$ cat config.mk
export PLATFORM = sky130hd
export DESIGN_NAME = slant_rd_arb
export DESIGN_NICKNAME = d
export VERILOG_FILES = /design/src/rtl/slant_rd_arb.sv
export SDC_FILE = /design/constraint.sdc
export NUM_CORES = 1
export LEC_CHECK = 0
export BUFFER_PORTS_ARGS = -buffer_cell sky130_fd_sc_hd__buf_2
export CAP_MARGIN = 40
export CORE_MARGIN = 2
export CORE_UTILIZATION = 47
export DETAILED_ROUTE_END_ITERATION = 16
export GPL_ROUTABILITY_DRIVEN = 0
export PLACE_DENSITY = 0.79
export SYNTH_ARGS = -nofsm -noshare
export SYNTH_HDL_FRONTEND = slang
export SYNTH_SLANG_ARGS = --single-unit
$ cat constraint.sdc
create_clock -name Cclk -period 2 [get_ports Cclk]
set_clock_uncertainty 0.2 [all_clocks]
set_input_delay 0.4 -clock Cclk [delete_from_list [all_inputs] [get_ports Cclk]]
set_output_delay 0.4 -clock Cclk [all_outputs]
set_load 0.02 [all_outputs]
$ cat src/rtl/slant_rd_arb.sv
`default_nettype none
// ============================================================================
// Module   : slant_rd_arb
// Brief    : Two-requester (HDMI / transmit) read arbiter for the slant memory
//            with a T-path starvation guard and a fixed-latency return path.
// Revision : 1.0 - initial release
// ============================================================================
module slant_rd_arb #(
    parameter int ADDR_W     = 18,
    parameter int DATA_W     = 40,
    parameter int STARVE_MAX = 4
) (
    input  logic              Cclk,
    input  logic              rstn,
    input  logic              arb_en,
    input  logic              sof,
    input  logic              h_req,
    input  logic [ADDR_W-1:0] h_addr,
    output logic              h_gnt,
    output logic              h_rvalid,
    output logic [DATA_W-1:0] h_rdata,
    input  logic              t_req,
    input  logic [ADDR_W-1:0] t_addr,
    output logic              t_gnt,
    output logic              t_rvalid,
    output logic [DATA_W-1:0] t_rdata,
    output logic              mem_en,
    output logic [ADDR_W-1:0] mem_addr,
    input  logic [DATA_W-1:0] mem_rdata,
    output logic [7:0]        h_miss_cnt,
    output logic              busy
);

    localparam int                 c_CNT_W      = $clog2(STARVE_MAX + 1);
    localparam logic [c_CNT_W-1:0] c_STARVE_MAX = c_CNT_W'(STARVE_MAX);

    typedef enum logic [0:0] {
        HPRI   = 1'b0,
        TFORCE = 1'b1
    } state_t;

    state_t              r_state;
    logic [c_CNT_W-1:0]  r_starve;
    logic [c_CNT_W-1:0]  w_starve_nxt;
    logic                w_h_gnt;
    logic                w_t_gnt;
    logic                w_h_miss;

    logic                r_mem_en;
    logic [ADDR_W-1:0]   r_mem_addr;
    logic                r_tag1_src;
    logic                r_tag2_v;
    logic                r_tag2_src;
    logic                r_h_rvalid;
    logic                r_t_rvalid;
    logic [DATA_W-1:0]   r_h_rdata;
    logic [DATA_W-1:0]   r_t_rdata;
    logic [7:0]          r_h_miss;

    // TFORCE owns the cycle: H is locked out even when T has nothing to ask.
    always_comb begin
        w_h_gnt      = arb_en & h_req & (r_state == HPRI);
        w_t_gnt      = arb_en & t_req & ((r_state == TFORCE) | ~h_req);
        w_h_miss     = arb_en & h_req & ~w_h_gnt;
        w_starve_nxt = r_starve;
        if (sof || w_t_gnt) begin
            w_starve_nxt = '0;
        end else if (t_req && (r_starve != c_STARVE_MAX)) begin
            w_starve_nxt = r_starve + c_CNT_W'(1);
        end
    end

    // The force is armed on the updated count so it lands in the very next cycle.
    always_ff @(posedge Cclk or negedge rstn) begin
        if (!rstn) begin
            r_state  <= HPRI;
            r_starve <= '0;
        end else begin
            r_starve <= w_starve_nxt;
            if ((r_state == HPRI) && (w_starve_nxt == c_STARVE_MAX) && t_req) begin
                r_state <= TFORCE;
            end else begin
                r_state <= HPRI;
            end
        end
    end

    // mem_en doubles as the first tag-valid stage; tag2 lines up with mem_rdata.
    always_ff @(posedge Cclk or negedge rstn) begin
        if (!rstn) begin
            r_mem_en   <= 1'b0;
            r_mem_addr <= '0;
            r_tag1_src <= 1'b0;
            r_tag2_v   <= 1'b0;
            r_tag2_src <= 1'b0;
            r_h_rvalid <= 1'b0;
            r_t_rvalid <= 1'b0;
            r_h_rdata  <= '0;
            r_t_rdata  <= '0;
            r_h_miss   <= '0;
        end else begin
            r_mem_en   <= w_h_gnt | w_t_gnt;
            r_tag1_src <= w_t_gnt;
            if (w_h_gnt || w_t_gnt) begin
                r_mem_addr <= w_t_gnt ? t_addr : h_addr;
            end
            r_tag2_v   <= r_mem_en;
            r_tag2_src <= r_tag1_src;
            r_h_rvalid <= r_tag2_v & ~r_tag2_src;
            r_t_rvalid <= r_tag2_v & r_tag2_src;
            if (r_tag2_v && !r_tag2_src) begin
                r_h_rdata <= mem_rdata;
            end
            if (r_tag2_v && r_tag2_src) begin
                r_t_rdata <= mem_rdata;
            end
            if (w_h_miss && (r_h_miss != 8'hFF)) begin
                r_h_miss <= r_h_miss + 8'd1;
            end
        end
    end

    assign h_gnt      = w_h_gnt;
    assign t_gnt      = w_t_gnt;
    assign mem_en     = r_mem_en;
    assign mem_addr   = r_mem_addr;
    assign h_rvalid   = r_h_rvalid;
    assign t_rvalid   = r_t_rvalid;
    assign h_rdata    = r_h_rdata;
    assign t_rdata    = r_t_rdata;
    assign h_miss_cnt = r_h_miss;
    assign busy       = r_mem_en | r_tag2_v;

endmodule
`default_nettype wire

Word level (Yosys, flattened, before mapping)
Cells that the tools add are included.

Register bits: 116. Input port bits: 82. Word-level logic and storage cells: 44.

$add $sub $neg: 2. Eq/ne operators: 3. Multiplexer cells: 4. Bitwise gates (word level): 14. Reductions and logical operators: 9.

Operators with widths (number): 18-bit two-way mux (1); 8-bit by 1-bit adder with 8-bit output, second input constant (1); 8-bit inequality test, second input constant (1); 1-bit AND (7); 1-bit logical AND (6); 3-bit two-way mux (2); 1-bit NOT (4); 3-bit by 1-bit adder with 3-bit output, second input constant (1); 3-bit equality test, second input constant (1); 3-bit inequality test, second input constant (1); 1-bit OR (3); 1-bit logical OR (2); 1-bit logical NOT (1); 1-bit two-way mux (1).

Logic depth before layout (Yosys ltp)
Gate-level depths: netlist of run 1.

Depth after elaboration: 9. Gate-level depth with buffers: 6.

Worst setup path before layout of run 1
OpenSTA, ideal clock, no wires.

Path kind: register to register. Start point: register r_h_miss[0], in the netlist h_miss_cnt[0]. End point: register r_h_miss[5], in the netlist h_miss_cnt[5]. Library setup time: 0.132 ns. Data arrival time: 1.428 ns. Path slack: 0.239 ns. Stages on the path, launching flop included: 6. Buffers on the path: 0. Path through: dfrtp_1 -> ha_1 -> nand4_2 -> o21a_4 -> and3_4 -> xor2_2.

Cells in the longest elaborated chain, start to end: 2. Elaborated cells on any way between the ends: 3. Classes of those cells: 1 x add/sub; 1 x eq/ne; 1 x reduce/logical.

RTL lines: start, declared (RTL line 58) `logic [7:0] r_h_miss;`; start signal, assigned (RTL line 118) `r_h_miss <= r_h_miss + 8'd1;`; parallel branches: the longest is 2 deep, another holds 8-bit by 1-bit adder with 8-bit output.

Several ways; the timed one is not identified. A chain may end at the register's enable or synchronous reset.

Worst setup path after layout of run 1
Start point: register r_state. End point: output port h_gnt.

Cells in the longest elaborated chain, start to end: 2.

RTL lines: start, declared (RTL line 42) `state_t r_state;`; start signal, assigned (RTL line 76) `r_state <= HPRI;`; start signal, assigned (RTL line 81) `r_state <= TFORCE;`; start signal, assigned (RTL line 83) `r_state <= HPRI;`; 1-bit NOT (RTL line 62) `w_h_gnt = arb_en & h_req & (r_state == HPRI);`; 1-bit AND (RTL line 62); end, declared (RTL line 19) `output logic h_gnt,`.

Every way passes these cells.

==> metrics.yaml, run 1 <==
tns_ps: -6.440
status: "complete, but fails checks"
ir_drop_mv: 0.6477
rr_endpoint: "r_state"
vias_per_cell: 5.052
layout-drive-gt1-share: 0.5517
rsz0062_at_grt: "true"
yosys.area.top_type: "dfrtp_1"
slew_viol_final: 0
violations: "setup timing"
netlist_instances: 299
netlist_area_um2: 4547
hpwl_um: 7316
clk_pin_slew_ps: 50
die_w_um: 102.4
dp.cells: 617
critPathRequiredTime_ps: 1400
vias: 3693
grt_pass1_vias: 4055
setup_viol: 1
clock_latency_ps: 490
cap_violations: 0
instances_no_fill: 731
yosysMostFrequentCell: "dfrtp_1"
finalCriticalPeriod_ps: 2006
leakage_nw: 3.541
r2r-start: "r_starve[0]"
die-area_um2: 10480
synth_top_area_frac: 0.6384
drt_iter0_markers: 174
p_sw_mw: 2.187
switching_share: 0.2973
fmax_ghz: 0.4984
portBuffers: 193
p_per_area_nw_per_um2: 1038
arrival_ps: 1410
synth_warnings: 0
core-area_um2: 9328
routedWlPerCell_um: 17.30
io_pins: 194
fin_crit_sh: 1.003
synth_enable_flop_cells: 0
synthFlopType: "dfrtp_1"
synth.avg_cell_area_um2: 15.21
ys_seq_elements: 116
synthTopCellsByCount: "dfrtp_1 (116), mux2_2 (80), inv_1 (24)"
final_antenna_net_count: 0
clockBufferDepth: 2
cts_made_buffers: 17
synth_cell_types: 38
totalWireLength_um: 12650
rows: 35
die_h_um: 102.4
async_reset_ff_frac: 1.000
pwr-share-seq: 0.398
grt_overflow: 0
cts_tree: "yes"
fin_nets: 672
htree_num_levels: 4
ctsRootBufferMaster: "clkbuf_8"
grt_antenna_before_repair: 2
power.clock.fraction: 0.373
holdPathStages: 2
ff2ff_setup_slack_ps: 230
hold_viol_final: 0
synth_area_leaders: "dfrtp_1 (64%), mux2_2 (20%), a222oi_1 (4.0%)"
min_path_type: "primary input to flip-flop"
initial_core_util: 0.4875
slew_headroom: 0.7593
grt_max_degree: 52
clkSinkCount: 116
ys_seq_area_frac: 0.6384
synth_nets: 384
combPwrFrac: 0.229
start_kind: "flip-flop"
hold_end: "r_state"
p_int_mw: 5.169
power_mw: 7.356
criticalPathCategory: "flip-flop to output port"
hp-start: "t_req"
drtPass1Iterations: 6
crit_fanout: 3
tightest_slew_ps: 361.1
worst_r2r_path_depth: 6
grt_pass1_wl_um: 19820
areaGrowthSynthToFinish_pct: 55.83
grt_use_total: 0.2506
drcViolationCount: 0
endpoint_kind: "output port"
timing.final.ws_setup_ps: -6.440
## layout by cell type, fill, tap and decap left out, types with 4 or more instances in the layout
cell type      netlist  final
a222oi_1            18     18
dlygate4sd3_1        0     78
nand2_1              6      5
buf_12               0      4
dfrtp_1            116    116
buf_4                1     10
clkbuf_16            0     16
inv_1               24     24
clkinv_2             0      4
buf_2               10    190
mux2_2              80     80
clkinvlp_4           0      4
## per-stage QoR
step	setup WS (ps)	instance area (um2)	utilization	hold WS (ps)
3_3_place_gp	283.2	5719	0.6131	128.1
5_1_grt	-54.37	7086	0.7596	81.96
6_report	-6.440	7086	0.7596	102.3
3_5_place_dp	261.0	5719	0.6131	131.1
4_1_cts	-27.79	7069	0.7579	76.05
2_1_floorplan	239.2	4547	-	-95.59
## worst max path at each step
stage / startpoint / end / slack (ps) / cells past startpoint
5_1_grt: r_state / h_gnt / -50 / 3
3_5_place_dp: h_req / h_gnt / 260 / 4
3_3_place_gp: h_req / h_gnt / 280 / 4
2_1_floorplan: h_miss_cnt[0] / h_miss_cnt[5] / 240 / 5
4_1_cts: r_state / t_gnt / -30 / 3
6_report: r_state / h_gnt / -6 / 3
## flip-flops by register name, indices dropped and copies added, names as in the netlist, 3 cells and up
| signal | cells |
|---|---|
| h_miss_cnt | 8 |
| h_rdata | 40 |
| mem_addr | 18 |
| r_starve | 3 |
| t_rdata | 40 |
## what timing repair did
item                                    4_1_cts  5_1_grt
buffers inserted                              2        0
gates resized for setup                       1        3
pin swaps                                     1        1
hold buffers                                 78        0
hold endpoints to repair                    217        0
endpoints found under the setup margin        3        2
## final cells by class
cell class | instances | area (um2)
flip-flops and latches | 116 | 2903
fillers | 590 | 2242
repair buffers | 283 | 1898
multi-input cells | 145 | 1476
clock buffers | 20 | 445.4
well taps | 129 | 161.4
clock inverters | 12 | 106.4
inverters | 24 | 90.09
diodes | 2 | 5.005
## power by group through the flow
stage / Sequential (mW) / Clock (mW) / Combinational [mW]
finish: 2.93 / 2.75 / 1.68
detailed placement: 2.95 / 0 / 1.54
CTS: 2.91 / 2.78 / 1.66
global placement: 2.92 / 0 / 1.50
floorplan: 3.41 / 0 / 0.425
global route: 2.97 / 2.92 / 1.80
## cells by family after synthesis
kind of cell               synth area share
DFF                                  0.6384
muxes                                0.2089
buffers and inverters               0.03908
and+or+nand+nor                     0.04320
AOI/OAI and AO/OA                   0.05091
xor gates and xnor gates            0.01128
adders and majority gates          0.008256
## metal layers
metal  routed length (um)  vias up  global-route usage
met2                 6729      179              0.4474
li1                     -     1663                   -
met4                  365        0              0.1210
met3                  961       33             0.08550
met5                    0        -                   0
met1                 4588     1818              0.2646
## worst max-delay path, stage by stage (launching register included)
cell and delay (ps):
dfrtp_1 420, nor2b_4 190, and2_4 190, buf_6 120
Note: power is estimated with default switching activity, not from simulation.
==> run 2: changes to the inputs <==
--- a/config.mk
+++ b/config.mk
@@ -6,8 +6,8 @@
 export NUM_CORES = 1
 export LEC_CHECK = 0
 export BUFFER_PORTS_ARGS = -buffer_cell sky130_fd_sc_hd__buf_2
-export CAP_MARGIN = 40
-export CORE_MARGIN = 2
+export CAP_MARGIN = 30
+export CORE_MARGIN = 3
 export CORE_UTILIZATION = 47
 export DETAILED_ROUTE_END_ITERATION = 16
 export GPL_ROUTABILITY_DRIVEN = 0
==> run 2 against run 1 <==
The flow now finishes without violations. Global-route usage shrank 1.7 points. Clock-buffer cell count shrank 2. Wire length shrank 2.1%. Non-clock buffer count grew 1. Sequential share of layout area shrank 0.22 points. Core utilization grew 0.42 points. Critical path depth is the same. Clock power grew 8.7%. Combinational power is essentially flat. Cell count shrank 0.14%. Sequential cell count is the same.
==> metrics.yaml, run 2 (same netlist as run 1, synthesis figures left out) <==
die-area_um2: 10890
ir_drop_mv: 0.6971
grt_max_degree: 36
post_dp_cell_area_um2: 5707
critical-path-max-stage-delay_ps: 420
rows: 35
finalCriticalPeriod_ps: 1990
place_ws_ps: 265.5
slowest_stage: "dfrtp_1"
clock_latency_ps: 490
status: "completed"
endpoint_kind: "output port"
drtPass1Iterations: 7
cts_tree: "yes"
cap_violations: 0
worst-path-buf-inv: 1
grt_overflow: 0
hpwl_um: 7595
start_kind: "flip-flop"
routedWlPerCell_um: 16.95
layout-drive-gt1-share: 0.5524
totalWireLength_um: 12380
antenna_cells: 0
crit_fanout: 3
rsz0062_at_grt: "true"
clk_pin_slew_ps: 50
slew_viol_final: 0
arrival_ps: 1390
fin_nets: 673
leakage_nw: 3.558
final_common_cell: "buf_2"
ctsRootBufferMaster: "clkbuf_8"
min_path_type: "primary input to flip-flop"
areaGrowthSynthToFinish_pct: 56.69
cts_made_buffers: 17
utilization: 0.7638
core-area_um2: 9328
die_h_um: 104.4
timing.final.ws_setup_ps: 10.24
slew_headroom: 0.6642
vias_per_cell: 5.052
critPathRequiredTime_ps: 1400
mostFrequentLayoutCells: "buf_2 (190), dfrtp_1 (116), mux2_2 (80), dlygate4sd3_1 (78), inv_1 (24)"
setup_viol: 0
die_w_um: 104.4
p_per_area_nw_per_um2: 1065
clockBufferDepth: 2
path_cells: "nor2b_4 -> and2_4 -> buf_6"
htree_num_levels: 4
fin_area_um2: 7124
fin_crit_sh: 0.9949
vias: 3688
hold_viol_final: 0
clkSinkCount: 116
io_pins: 194
drt_iter0_markers: 201
initial_core_util: 0.4875
grt_antenna_before_repair: 0
fmax_ghz: 0.5026
portBuffers: 193
final_antenna_net_count: 0
grt_use_total: 0.2336
crit_family: "flip-flops"
drcViolationCount: 0
grt_pass1_wl_um: 19980
grt_pass1_vias: 4023
tightest_slew_ps: 503.6
criticalPathCategory: "flip-flop to output port"
-- run 2: worst paths after layout --
path	startpoint	to	slack (ps)	depth (start not counted)
worst max-delay path	r_state	h_gnt	10	3
worst min-delay path	t_req	r_state	70	2
worst max register to register	r_state	mem_addr[13]	240	6
worst min register to register	r_tag1_src	r_tag2_src	170	0
max in group asynchronous	rstn	h_rdata[0]	800	3
min in group asynchronous	rstn	t_rdata[19]	230	2
-- run 2: layout make-up --
| type | count | area, um2 |
|---|---|---|
| Sequential cell | 116 | 2903 |
| Fill cell | 563 | 2203 |
| Timing Repair Buffer | 284 | 1897 |
| Multi-Input combinational cell | 145 | 1476 |
| Clock buffer | 18 | 417.9 |
| Clock inverter | 14 | 178.9 |
| Tap cell | 129 | 161.4 |
| Inverter | 24 | 90.09 |
-- run 2: repair_timing --
item                                    CTS  global route
buffers inserted                          2             1
endpoints found under the hold margin   132             0
pin swaps                                 1             1
hold buffers                             78             0
resized for setup                         3             2
endpoints found under the setup margin    3             2
-- run 2: layer usage --
layer	global-route usage	share of wire	up-vias
li1	-	-	1663
met2	0.4207	0.54	162
met3	0.06580	0.062	21
met4	0.08357	0.016	0
met5	0	0	-
met1	0.2633	0.39	1842
-- run 2: worst register-to-register path, delay by kind of cell (launching register included) --
kind / cells / cell delay (ps)
buffers and inverters: 3 / 420
AOI/OAI and AO/OA: 2 / 430
DFF: 1 / 420
and+or+nand+nor: 1 / 170
-- run 2: through the flow --
stage	hold WS [ps]	power (mW)	cells	setup TNS [ps]
floorplan	-95.59	3.833	299	0
global placement	172.0	4.421	617	0
detailed placement	166.9	4.482	617	0
CTS	33.23	7.630	729	-10.27
global route	67.62	7.895	730	-53.01
finish	74.39	7.588	730	0
-- run 2: power breakdown --
group	switching, mW	internal [mW]	total [mW]
clock network	1.08	1.91	2.99
logic	0.943	0.734	1.68
registers	0.194	2.73	2.92
